<file path="src/rtl/joystick_adc_reader.sv">
// Reads x (channel 0) then y (channel 1) from a 2-channel 10-bit SPI ADC as an
// unbreakable pair, and publishes the top 4 bits of each as joystick nibbles.
module joystick_adc_reader #(
  parameter int CLK_DIV  = 32,
  parameter int GAP_HALF = 2
) (
  input  logic       fastClock,
  input  logic       reset,
  input  logic       enable,
  input  logic       adcMiso,
  output logic       adcCsN,
  output logic       adcSclk,
  output logic       adcMosi,
  output logic [3:0] xOut,
  output logic [3:0] yOut,
  output logic       sampleValid,
  output logic       busy
);

  localparam int H  = CLK_DIV / 2;
  localparam int CW = (H > 1) ? $clog2(H) : 1;
  localparam int HN = (GAP_HALF > 32) ? GAP_HALF : 32;
  localparam int HW = $clog2(HN);

  typedef enum logic [2:0] {
    S_IDLE, S_CS_SETUP, S_SHIFT, S_CS_HOLD, S_GAP
  } state_t;

  state_t        state_q, state_d;
  logic [CW-1:0] cyc_q, cyc_d;
  logic [HW-1:0] half_q, half_d;
  logic          chan_q, chan_d;
  logic [9:0]    shreg_q, shreg_d;
  logic [3:0]    ch0_q, ch0_d;
  logic          cs_n_q, cs_n_d;
  logic          sclk_q, sclk_d;
  logic          mosi_q, mosi_d;
  logic [3:0]    x_q, x_d;
  logic [3:0]    y_q, y_d;
  logic          sv_q, sv_d;
  logic          busy_q, busy_d;

  logic          half_end;
  logic [HW-1:0] nh;

  assign half_end = (cyc_q == CW'(H - 1));
  assign nh       = half_q + HW'(1);

  always_comb begin
    state_d = state_q;
    cyc_d   = half_end ? '0 : cyc_q + CW'(1);
    half_d  = half_q;
    chan_d  = chan_q;
    shreg_d = shreg_q;
    ch0_d   = ch0_q;
    cs_n_d  = cs_n_q;
    sclk_d  = sclk_q;
    mosi_d  = mosi_q;
    x_d     = x_q;
    y_d     = y_q;
    sv_d    = 1'b0;
    busy_d  = busy_q;
    case (state_q)
      S_IDLE: begin
        cyc_d  = '0;
        half_d = '0;
        if (enable) begin
          state_d = S_CS_SETUP;
          chan_d  = 1'b0;
          cs_n_d  = 1'b0;
          sclk_d  = 1'b0;
          mosi_d  = 1'b1;
          busy_d  = 1'b1;
        end
      end
      S_CS_SETUP: begin
        if (half_end) begin
          state_d = S_SHIFT;
          half_d  = '0;
        end
      end
      S_SHIFT: begin
        if (half_end) begin
          if (half_q == HW'(31)) begin
            state_d = S_CS_HOLD;
            half_d  = '0;
            sclk_d  = 1'b0;
            mosi_d  = 1'b0;
          end else begin
            half_d = nh;
            sclk_d = nh[0];
            // Odd half-periods start with a rising edge; edges 7..16 carry data.
            if (nh[0]) begin
              if (nh >= HW'(13)) shreg_d = {shreg_q[8:0], adcMiso};
            end else begin
              mosi_d = (nh == HW'(2)) | ((nh == HW'(4)) & chan_q) | (nh == HW'(6));
            end
          end
        end
      end
      S_CS_HOLD: begin
        if (half_end) begin
          state_d = S_GAP;
          half_d  = '0;
          cs_n_d  = 1'b1;
          if (!chan_q) begin
            ch0_d = shreg_q[9:6];
          end else begin
            x_d  = ch0_q;
            y_d  = shreg_q[9:6];
            sv_d = 1'b1;
          end
        end
      end
      S_GAP: begin
        if (half_end) begin
          if (half_q == HW'(GAP_HALF - 1)) begin
            half_d = '0;
            // A pair is never split: enable only matters after channel 1.
            if (!chan_q || enable) begin
              state_d = S_CS_SETUP;
              chan_d  = ~chan_q;
              cs_n_d  = 1'b0;
              mosi_d  = 1'b1;
            end else begin
              state_d = S_IDLE;
              busy_d  = 1'b0;
            end
          end else begin
            half_d = nh;
          end
        end
      end
      default: state_d = S_IDLE;
    endcase
  end

  always_ff @(posedge fastClock) begin
    if (reset) begin
      state_q <= S_IDLE;
      cyc_q   <= '0;
      half_q  <= '0;
      chan_q  <= 1'b0;
      shreg_q <= '0;
      ch0_q   <= '0;
      cs_n_q  <= 1'b1;
      sclk_q  <= 1'b0;
      mosi_q  <= 1'b0;
      x_q     <= 4'h8;
      y_q     <= 4'h8;
      sv_q    <= 1'b0;
      busy_q  <= 1'b0;
    end else begin
      state_q <= state_d;
      cyc_q   <= cyc_d;
      half_q  <= half_d;
      chan_q  <= chan_d;
      shreg_q <= shreg_d;
      ch0_q   <= ch0_d;
      cs_n_q  <= cs_n_d;
      sclk_q  <= sclk_d;
      mosi_q  <= mosi_d;
      x_q     <= x_d;
      y_q     <= y_d;
      sv_q    <= sv_d;
      busy_q  <= busy_d;
    end
  end

  assign adcCsN      = cs_n_q;
  assign adcSclk     = sclk_q;
  assign adcMosi     = mosi_q;
  assign xOut        = x_q;
  assign yOut        = y_q;
  assign sampleValid = sv_q;
  assign busy        = busy_q;

endmodule
</file>
<file path="config.mk">
export PLATFORM = sky130hd
export DESIGN_NAME = joystick_adc_reader
export DESIGN_NICKNAME = d
export VERILOG_FILES = /design/src/rtl/joystick_adc_reader.sv
export SDC_FILE = /design/constraint.sdc
export NUM_CORES = 1
export LEC_CHECK = 0
export ABC_AREA = 1
export CAP_MARGIN = 20
export CORE_ASPECT_RATIO = 0.5
export CORE_MARGIN = 4
export CORE_UTILIZATION = 35
export DETAILED_ROUTE_END_ITERATION = 8
export DONT_BUFFER_PORTS = 1
export HOLD_SLACK_MARGIN = 0.03
export PLACE_DENSITY_LB_ADDON = 0.3
export SETUP_SLACK_MARGIN = 0.3
export SLEW_MARGIN = 0
export SYNTH_ARGS = -nofsm -noshare
export SYNTH_HDL_FRONTEND = slang
export SYNTH_SLANG_ARGS = --single-unit
</file>
<file path="constraint.sdc">
create_clock -name fastClock -period 4 [get_ports fastClock]
set_input_delay 0.4 -clock fastClock [delete_from_list [all_inputs] [get_ports fastClock]]
set_output_delay 0.4 -clock fastClock [all_outputs]
set_load 0.005 [all_outputs]
</file>
== After elaboration in Yosys (flattened, before gate mapping) ==
Index checks and enable logic that the tools add are counted.

* Register bits after elaboration: 40
* Word-level logic and storage cells: 106
* Output and inout bits: 13

* Add/subtract/negate cells: 2
* Bitwise operators: 7
* Eq/ne operators: 21
* Muxes and demuxes: 41
* Order comparisons: 1
* Reductions and logical operators: 21

{| class="wikitable"
|+ Operators by type and width
! kind !! count
|-
| $mux 5 || 5
|-
| $mux 1 || 22
|-
| $mux 3 || 7
|-
| $pmux 5 s4 || 1
|-
| $ne 2x2->1 const B || 9
|-
| $pmux 3 s5 || 1
|-
| $reduce_and 5->1 || 3
|-
| $reduce_and 7->1 || 2
|-
| $eq 5x3->1 const B || 2
|-
| $reduce_and 3->1 || 3
|-
| $eq 3x2->1 const B || 2
|-
| $pmux 1 s2 || 3
|-
| $pmux 1 s3 || 2
|-
| $reduce_and 6->1 || 1
|-
| $reduce_bool 3->1 || 2
|-
| $reduce_or 3->1 || 2
|-
| $add 5x1->5 const B || 1
|-
| $eq 5x1->1 const B || 1
|-
| $eq 5x2->1 const B || 1
|-
| $eq 5x5->1 const B || 1
|-
| $ge 5x4->1 const B || 1
|-
| $add 4x1->4 const B || 1
|-
| $eq 4x4->1 const B || 1
|-
| $not 1->1 || 4
|-
| other kinds (13) || 15
|}

== Logic depth before layout (Yosys ltp) ==
Gate-level depths: netlist of run 1.

* Depth after elaboration: 9
* Depth in mapped cells: 14
* Depth with buffers taken out: 14

== Least setup slack after synthesis of run 1 ==
No wires, ideal clock.

* Kind: register to register
* From: reg half_q[0]
* To: reg shreg_q[1]
* Path slack: 2289 ps
* Path buffers: 1
* Cell stages (with the launch flop): 12
* Period minus slack after synthesis: 1711 ps
* Data arrival time: 1598 ps
* Cell sequence: dfxtp_1 -> ha_1 -> nand2_1 -> nor2_1 -> ha_1 -> inv_1 -> nand2_1 -> nor3_4 -> buf_2 -> nand3_1 -> nand2_1 -> nor2_1

* Word-level cells in the longest chain between the ends: 3
* Elaborated cells between the ends (all ways): 5
* Those cells by class: add/sub: 1; order compare: 1; eq/ne: 1; bitwise: 1; reduce/logical: 1

{| class="wikitable"
|+ Ends and longest elaborated chain
! element !! RTL line !! RTL
|-
| start, declared || 31 || <nowiki>logic [HW-1:0] half_q, half_d;</nowiki>
|-
| start signal, assigned || 156 || <nowiki>half_q <= half_d;</nowiki>
|-
| $add 5x1->5 / $eq 5x5->1 (equally long branches) || 47, 84 ||
|-
| $ge 5x4->1 / $not 1->1 (equally long branches) || -- ||
|-
| $reduce_and 5->1 (no source line) (*) || -- ||
|-
| end signal, assigned || 158 || <nowiki>shreg_q <= shreg_d;</nowiki>
|-
| end, declared || 33 || <nowiki>logic [9:0] shreg_q, shreg_d;</nowiki>
|}

Mark *: on every way between the ends. The rest lies on a longest branch, timed or not.
A chain may end at the register's enable or synchronous reset.

== Worst setup path in the final report of run 1 ==
* From: reg half_q[0]
* To: reg shreg_q[5]

The elaborated chain is that of the path after synthesis.

==> results of run 1 <==
cell families (layout without fill, tap and decap cells):
| kind of cell | count (synthesis) | after routing | share of synthesized area |
|---|---|---|---|
| flops | 40 | 40 | 0.4137 |
| simple gates | 148 | 148 | 0.3465 |
| fa+ha+maj | 6 | 6 | 0.03878 |
| compound gates | 34 | 34 | 0.09309 |
| xor+xnor | 2 | 2 | 0.009051 |
| buf+inv | 46 | 48 | 0.09890 |
per-stage QoR:
stage                     hold slack (ps)  area (um^2)  worst slack, ps  utilization  std cells
after detailed placement            444.1         1982             1756       0.3860        340
after global routing                149.4         2098             1418       0.4086        348
after global placement              430.8         1982             1850       0.3860        340
after floorplan                     417.6         1936             2289            -        276
final                               158.2         2098             1717       0.4086        348
after CTS                           152.6         2098             1716       0.4086        348
sequential cells by signal, summed over array words and instances, names as in the netlist, 3 cells and up:
signal / count
state_q: 3
xOut: 4
yOut: 4
cyc_q: 4
ch0_q: 4
shreg_q: 10
half_q: 5
power breakdown:
part           total, uW  switching [uW]  internal (uW)  leakage (uW)
clock                343             155            188     0.0000583
combinational        291             197           94.9      0.000556
sequential           483            45.4            438      0.000324
layer usage:
layer  routed length (um)  global-route usage
met1                 1780              0.1386
met2                 1803              0.2205
met3                  195             0.03486
met4                   57             0.04452
met5                    0                   0
critical path: stages (launching register included):
cell and delay [ps]:
dfxtp_1 390, ha_1 250, nand2_1 110, nor2_1 50, ha_1 180, inv_1 80
nand2_1 110, nor3_4 450, nand2_1 160, nor2_4 270, nor2_1 60, nor2_1 110
layout make-up:
type / instances / area share
inverters: 40 / 0.07156
clock buffers: 5 / 0.03280
multi-input cells: 190 / 0.4496
flip-flops and latches: 40 / 0.3816
well taps: 70 / 0.04174
clock inverters: 3 / 0.02266
final timing paths:
check,from,to,slack (ps),cells after the start
setup / recovery,half_q[0],shreg_q[5],1720,11
hold / removal,reset,ch0_q[3],160,1
setup reg to reg,half_q[0],shreg_q[5],1720,11
hold reg to reg,cyc_q[0],cyc_q[0],450,1
cells in the final DEF (no fill, tap or decap), types with 2 or more instances in the layout:
cell type  Yosys  layout
inv_1         38      38
nand3_1       30      30
a21oi_1       18      18
nand2_1       59      59
inv_2          2       2
nor2_2         3       3
clkbuf_8       1       5
clkinv_4       0       2
o21ai_0       14      14
nand2_2        2       2
ha_1           6       6
nor2_1        46      46
dfxtp_1       40      40
==> summary.md, run 1 <==
| Metric | Value |
|---|---|
| Run status | `completed` |
| Largest net degree at the start of global routing | `31` |
| Setup TNS | `0 ps` |
| GRT overflow | `0` |
| Slew Viols, Final | `0` |
| Sequential Area | `800.8 um^2` |
| Die Width | `113.2 um` |
| Drt drc | `0` |
| Post-synthesis register bit count | `40` |
| Worst-margin pin slew | `823.2 ps` |
| CTS tree | `built` |
| Global placer's final weighted congestion | `0.8843` |
| I/O Buffers | `0` |
| Yosys warns | `0` |
| Post-CTS Setup Inserts | `0` |
| Detailed Place HPWL | `2753 um` |
| Area delta synth->final | `8.403%` |
| Cells after Synth | `276` |
| Number of synthesized flops with an enable pin | `0` |
| Fill cells | `551` |
| Largest cells by area after synthesis | `dfxtp_1 41%, nand2_1 11%, nor2_1 8.9%, nand3_1 7.8%, inv_1 7.4%` |
| CP Data Arrival Time | `2520 ps` |
| Worst Hold Class | `primary input to register` |
| Clock transition at the registers of the reported paths | `90 ps` |
| Leak Pwr | `0.0009387 uW` |
| Worst-Skew Late Latency | `300 ps` |
| Most frequent cell after synthesis | `nand2_1` |
| Synthesized area | `1936 um^2` |
| Initial drt markers | `63` |
| RSZ-0062 raised after global routing | `no` |
| Die area | `6856 um^2` |
| Core footprint | `5135 um^2` |
| Crit start category | `register` |
| Rows | `18` |
| Top-Level Pins | `17` |
| Area leader, netlist | `dfxtp_1` |
| Relative slew slack | `0.4506` |
| Fin nets | `287` |
| DRT Wirelength | `3837 um` |
| Starting Density | `0.3769` |
| CP Max Fanout | `12` |
| First-pass GRT wire length | `6555 um` |
| Post-route ant nets | `0` |
| Clk buf depth | `2` |
| Clock skew | `between 7 and 8 ps` |
| Die H | `60.59 um` |
| Fin crit share | `0.5708` |
| CP endpoint kind | `register` |
| CTS Sinks | `40` |
| Synth async-reset ratio | `0` |
| Num CTS Buffers | `5` |
| Primary FF master, synth | `dfxtp_1` |
| Wire per inst | `11.03 um` |
| Share of the synthesized area in the top cell type | `0.4137` |
| Worst endpoint required time | `about 4200 ps` |
| Post-synth top cells | `59 x nand2_1, 46 x nor2_1, 40 x dfxtp_1, 38 x inv_1, 30 x nand3_1` |
| Synth Net Count | `approximately 290` |
| Multi-input logic area | `943.4 um^2` |
| Sequential share of the synthesized area | `0.4137` |
| Vias in the first global route | `between 1500 and 2000` |
| Final setup viols | `0` |
| Fraction of layout cells with a size suffix above 1 | `0.08273` |
| Setup CP Type | `register to register` |
| Peak Freq | `around 440 MHz` |
| Post-cts resize count | `0` |
| Synth cell types | `28` |
| Peak VDD IR | `~0.00019 V` |
| Mean post-synth cell area | `roughly 7 um^2` |
| Initial antenna violation count | `0` |
| CTS H-tree depth | `2` |
| GRT Total Usage | `0.1206` |
| Diode count | `0` |
| CTS Hold Buffers Added | `0` |
| DRT Pass-1 Iters | `4` |
| Vias | `1615` |
| Max Cap Viol | `0` |
| Root Driver | `clkbuf_8` |
| DR vias/cell | `4.641` |
| P per Cell Area | `approximately 530 nW/um^2` |
| Minimum clock period | `2283 ps` |
| Final Total Pwr | `1118 uW` |
| Final hold viol count | `0` |
No activity file was read; power rests on OpenSTA's default activity.
==> run 2: changes to the inputs <==
Clock period 4 ns to 2.2 ns, I/O delays scaled along.
==> run 2 against run 1 <==
Clock power is 76% higher; design area up 2.9%; largest cell class unchanged; largest power group unchanged; wire length grew 5.1%; global-route usage rose by 0.61 points; combinational power up 94%; critical path depth shrank 3; first-iteration DRC count shrank 21%.
==> summary.md, run 2 (synthesis results as in run 1) <==
| Metric | Value |
|---|---|
| Run status | `completed` |
| Post-route ant nets | `0` |
| Final hold viol count | `0` |
| Most common cell after layout, fill and taps aside | `nand2_1` |
| Root Driver | `clkbuf_8` |
| Crit start category | `register` |
| Fraction of layout cells with a size suffix above 1 | `0.1237` |
| Peak VDD IR | `0.0002943 V` |
| Worst slack at placement | `312.0 ps` |
| Clock transition at the registers of the reported paths | `80 ps` |
| Wire per inst | `11.43 um` |
| Setup CP Type | `register to register` |
| Max reg flops | `10` |
| Area delta synth->final | `11.51%` |
| DR vias/cell | `4.691` |
| Minimum clock period | `1735 ps` |
| Design Area, Final | `2158 um^2` |
| Post-route insts no fill | `353` |
| CP Cell Sequence | `ha_2, nand2_2, nor2_1, ha_1, o21bai_2, nand3_1, nand2_1, nor2_1` |
| Commonest cells after routing, fill and taps aside | `56 x nand2_1, 45 x nor2_1, 38 x dfxtp_1, 37 x inv_1, 30 x nand3_1` |
| Worst Hold Class | `primary input to register` |
| Biggest register | `shreg_q` |
| GRT overflow | `0` |
| Worst-Skew Late Latency | `290 ps` |
| Core footprint | `about 5100 um^2` |
| First-pass GRT wire length | `around 7000 um` |
| Fin crit share | `0.7885` |
| Hold Startpoint | `adcMiso` |
| Leak Pwr | `0.0009610 uW` |
| Global placer's final weighted congestion | `0.8838` |
| CTS Sinks | `40` |
| Setup ws final | `465.3 ps` |
| Starting Density | `0.3769` |
| Top Registers | `shreg_q x10, half_q x5` |
| Setup TNS | `0 ps` |
| DRT Wirelength | `4034 um` |
| DRT Pass-1 Iters | `4` |
| Detailed Place HPWL | `2797 um` |
| GRT Total Usage | `0.1267` |
| Vias | `1656` |
| Min Hold Slack | `149.4 ps` |
| Fin nets | `292` |
| Num CTS Buffers | `5` |
| Largest net degree at the start of global routing | `20` |
| Initial drt markers | `50` |
| Peak Freq | `roughly 580 MHz` |
| I/O Buffers | `0` |
| RSZ-0062 raised after global routing | `no` |
| Relative slew slack | `0.7023` |
| CP most frequent cell | `nor2_1` |
| Die H | `60.59 um` |
| Top-Level Pins | `17` |
| CP peak stage delay | `390 ps` |
| CTS tree | `built` |
| Drt drc | `0` |
| Crit. Startpoint | `half_q[1]` |
| CP Data Arrival Time | `1970 ps` |
| Clock skew | `~9.4 ps` |
| Slowest-stage cell, CP | `dfxtp_2` |
| Worst-margin pin slew | `446.3 ps` |
| Die Width | `approximately 110 um` |
| Cells after DPL | `342` |
| Die area | `6856 um^2` |
| Rows | `18` |
| Initial antenna violation count | `0` |
| CP Max Fanout | `10` |
| Diode count | `0` |
| Reg2Reg Launch Point | `half_q[1]` |
| Critical path's top delay family | `adder cells` |
| Clk buf depth | `2` |
| Slew Viols, Final | `0` |
| CTS H-tree depth | `2` |
| Final setup viols | `0` |
| Dpl cell area | `about 2000 um^2` |
| Worst Path Buf+Inv | `0` |
| Max Cap Viol | `0` |
| Worst endpoint required time | `2430 ps` |
| P per Cell Area | `948.4 nW/um^2` |
| CP endpoint kind | `register` |
| Vias in the first global route | `1604` |
## run 2: repair_timing
item                                    in CTS  in global routing
hold buffers                                 1                  0
pin swaps                                    1                  5
gates resized for setup                      0                 11
setup buffers                                0                  1
cloned                                       0                  1
endpoints found under the setup margin      10                 13
endpoints found under the hold margin        7                  0
## run 2: per-stage QoR
stage                     power [uW]    util
after floorplan                 1313       -
after global placement          1421  0.3889
after detailed placement        1427  0.3889
after CTS                       2040  0.4125
after global routing            2193  0.4203
final                           2047  0.4203
## run 2: metal layers
metal | global-route usage | vias to the layer above | wire (um)
met4 | 0.04623 | 0 | 67
met5 | 0 | - | 0
li1 | - | 877 | -
met2 | 0.2281 | 28 | 1877
met1 | 0.1506 | 742 | 1894
met3 | 0.03287 | 9 | 195
## run 2: worst min-delay path, cell delays in order
cell and delay [ps]:
inv_1 30, nand3_1 60, nand2_1 60, nor2_1 30
## run 2: power by group
part	total [uW]	switching, uW	internal [uW]
Sequential	880	80.0	800
Clock	602	266	336
Combinational	565	379	186
## run 2: cell type report
cell class	instances	area, um^2
multi-input combinational	191	967.2
timing repair buffer	4	36.28
clock inverter	3	42.54
fill	531	2977
inverter	40	150.1
tap	70	87.58
sequential	40	805.8
clock buffer	5	68.82
## run 2: final timing paths
path,end,slack (ps),cells after the start
setup reg to reg,shreg_q[2],470,8
setup / recovery,shreg_q[2],470,8
hold reg to reg,cyc_q[0],450,1
hold / removal,shreg_q[0],150,4
==> run 3: changes to the inputs <==
Clock period 2.2 ns to 1.6 ns, I/O delays scaled along.
==> run 3 against run 2 <==
Clock power is 45% higher; hold slack worse by 47 ps; critical path depth is 4 higher; largest power group unchanged; die area stayed put; setup slack worse by 550 ps; the flow now finishes with violations (setup timing); design area grew 25%; largest cell class unchanged; non-clock buffer count increased by 27; combinational power rose by 93%.
==> summary.md, run 3 (synthesis results as in run 1) <==
| Metric | Value |
|---|---|
| Peak VDD IR | `0.0004937 V` |
| Setup CP Type | `register to register` |
| Peak Freq | `594.7 MHz` |
| Relative slew slack | `0.6687` |
| Run status | `finished with violations` |
| Hold depth | `4` |
| Die H | `60.59 um` |
| DRT Pass-1 Iters | `4` |
| GRT Total Usage | `0.1476` |
| Die area | `6856 um^2` |
| Fin nets | `320` |
| DR vias/cell | `just under 5` |
| Clock transition at the registers of the reported paths | `90 ps` |
| Leak Pwr | `0.001159 uW` |
| Worst r2r dst | `adcSclk` |
| Core footprint | `5135 um^2` |
| CTS Sinks | `40` |
| Crit start category | `register` |
| Worst Hold Class | `primary input to register` |
| Fill cells | `449` |
| Drt drc | `0` |
| Setup ws final | `-81.40 ps` |
| GRT overflow | `0` |
| Largest net degree at the start of global routing | `22` |
| Core Util, Final | `0.5270` |
| Initial antenna violation count | `0` |
| Minimum clock period | `1681 ps` |
| Final setup viols | `11` |
| Starting Density | `0.3769` |
| First-pass GRT wire length | `7983 um` |
| Setup TNS | `-509.0 ps` |
| DRT Wirelength | `5100 um` |
| Fraction of layout cells with a size suffix above 1 | `0.3794` |
| Wire per inst | `13.39 um` |
| Diode count | `0` |
| Worst endpoint required time | `1790 ps` |
| Multi-input logic area | `roughly 1300 um^2` |
| Failing checks | `setup timing` |
| P per Cell Area | `around 1200 nW/um^2` |
| Biggest register | `shreg_q` |
| Commonest cells after routing, fill and taps aside | `48 x nand2_1, 35 x nor2_1, 34 x dfxtp_1, 32 x inv_1, 24 x nand3_1` |
| CP Max Fanout | `5` |
| WL met3 | `232 um` |
| I/O Buffers | `0` |
| Num CTS Buffers | `5` |
| Top-Level Pins | `17` |
| CTS H-tree depth | `2` |
| Max reg flops | `10` |
| Hold Startpoint | `adcMiso` |
| Slew Viols, Final | `0` |
| Met2 wire length | `2580 um` |
| Post-route ant nets | `0` |
| Die Width | `113.2 um` |
| DR top layer | `met4` |
| Design Area, Final | `2706 um^2` |
| Initial drt markers | `55` |
| Sequential Area | `815.8 um^2` |
| Rows | `18` |
| Worst-margin pin slew | `496.5 ps` |
| Fin crit share | `1.051` |
| Reg2Reg Launch Point | `half_q[1]` |
| Vias | `1885` |
| CP Data Arrival Time | `~1900 ps` |
| Most common cell after layout, fill and taps aside | `nand2_1` |
| Area delta synth->final | `39.82%` |
| CTS tree | `built` |
| Dpl cell area | `2061 um^2` |
| R2R setup slack | `-80 ps` |
| Clk buf depth | `2` |
| Clock skew | `5.320 ps` |
| Final hold viol count | `0` |
| R2R cell count | `12` |
| Max Cap Viol | `0` |
| RSZ-0062 raised after global routing | `yes` |
| Worst Hold Path EP | `shreg_q[0]` |
| Top Registers | `shreg_q x10, half_q x5` |
| CP endpoint kind | `register` |
| Vias in the first global route | `1749` |
| Routed met1 length | `2191 um` |
| Worst-Skew Late Latency | `300 ps` |
| Root Driver | `clkbuf_8` |
| Detailed Place HPWL | `2947 um` |
| Global placer's final weighted congestion | `0.8763` |
==> run 3: cell types whose count changed in the layout (fill, tap and decap cells not counted), sizes merged <==
| cell | previous run | this run |
|---|---|---|
| clkinv | 1 | 2 |
| buf | 3 | 30 |
| nor2 | 52 | 53 |
| clkinvlp | 1 | 0 |
==> run 3: worst max-delay path, cell delays in order (launching register included) <==
cell	delay [ps]
dfxtp_4	370
ha_4	140
nand2_4	50
nor2_2	160
ha_4	180
inv_4	40
nand2_4	60
nor3_4	50
buf_4	140
buf_6	120
buf_4	130
a21oi_2	90
nor2_1	40
==> run 3: report_power, final <==
| group | switching (uW) | leakage [uW] | internal [uW] | total [uW] |
|---|---|---|---|---|
| Clock | 400 | 0.0000583 | 470 | 870 |
| Combinational | 710 | 0.000773 | 385 | 1090 |
| Sequential | 132 | 0.000328 | 1110 | 1240 |
| Total | 1240 | 0.00116 | 1970 | 3210 |
==> run 3: cell type report <==
cell class              count  share of cell area
multi-input cells         192              0.4623
flip-flops and latches     40              0.3014
repair buffers             31              0.1026
inverters                  40             0.05825
well taps                  70             0.03236
clock buffers               5             0.02543
clock inverters             3             0.01757
==> run 3: worst max path at each step <==
stage | startpoint | cells past startpoint | to | slack, ps
floorplan | half_q[0] | 11 | shreg_q[1] | 110
global placement | half_q[1] | 11 | shreg_q[6] | 9
detailed placement | half_q[1] | 11 | shreg_q[0] | -20
CTS | half_q[1] | 11 | shreg_q[7] | -20
global route | half_q[1] | 11 | shreg_q[5] | -160
finish | half_q[1] | 12 | adcSclk | -80
==> run 3: routing by layer <==
layer	GRT usage	vias up
li1	-	939
met1	0.1734	888
met2	0.2618	46
met3	0.03984	12
met4	0.06507	0
met5	0	-
==> run 3: what timing repair did <==
| item | in CTS | in global routing |
|---|---|---|
| hold endpoints to repair | 7 | 0 |
| cloned | 2 | 1 |
| pin swaps | 13 | 20 |
| hold buffers | 1 | 0 |
| resized for setup | 44 | 50 |
| setup buffers | 11 | 13 |
| endpoints found under the setup margin | 36 | 36 |
==> run 3: per-stage QoR <==
| stage | instances | hold WS [ps] | total power (uW) | setup WS (ps) |
|---|---|---|---|---|
| after global routing | 381 | 107.1 | 3396 | -161.3 |
| after floorplan | 276 | 385.8 | 1835 | 109.9 |
| after detailed placement | 345 | 226.9 | 2007 | -21.30 |
| after CTS | 367 | 96.96 | 3069 | -19.52 |
| after global placement | 345 | 225.5 | 1993 | 9.000 |
| final | 381 | 102.2 | 3207 | -81.40 |
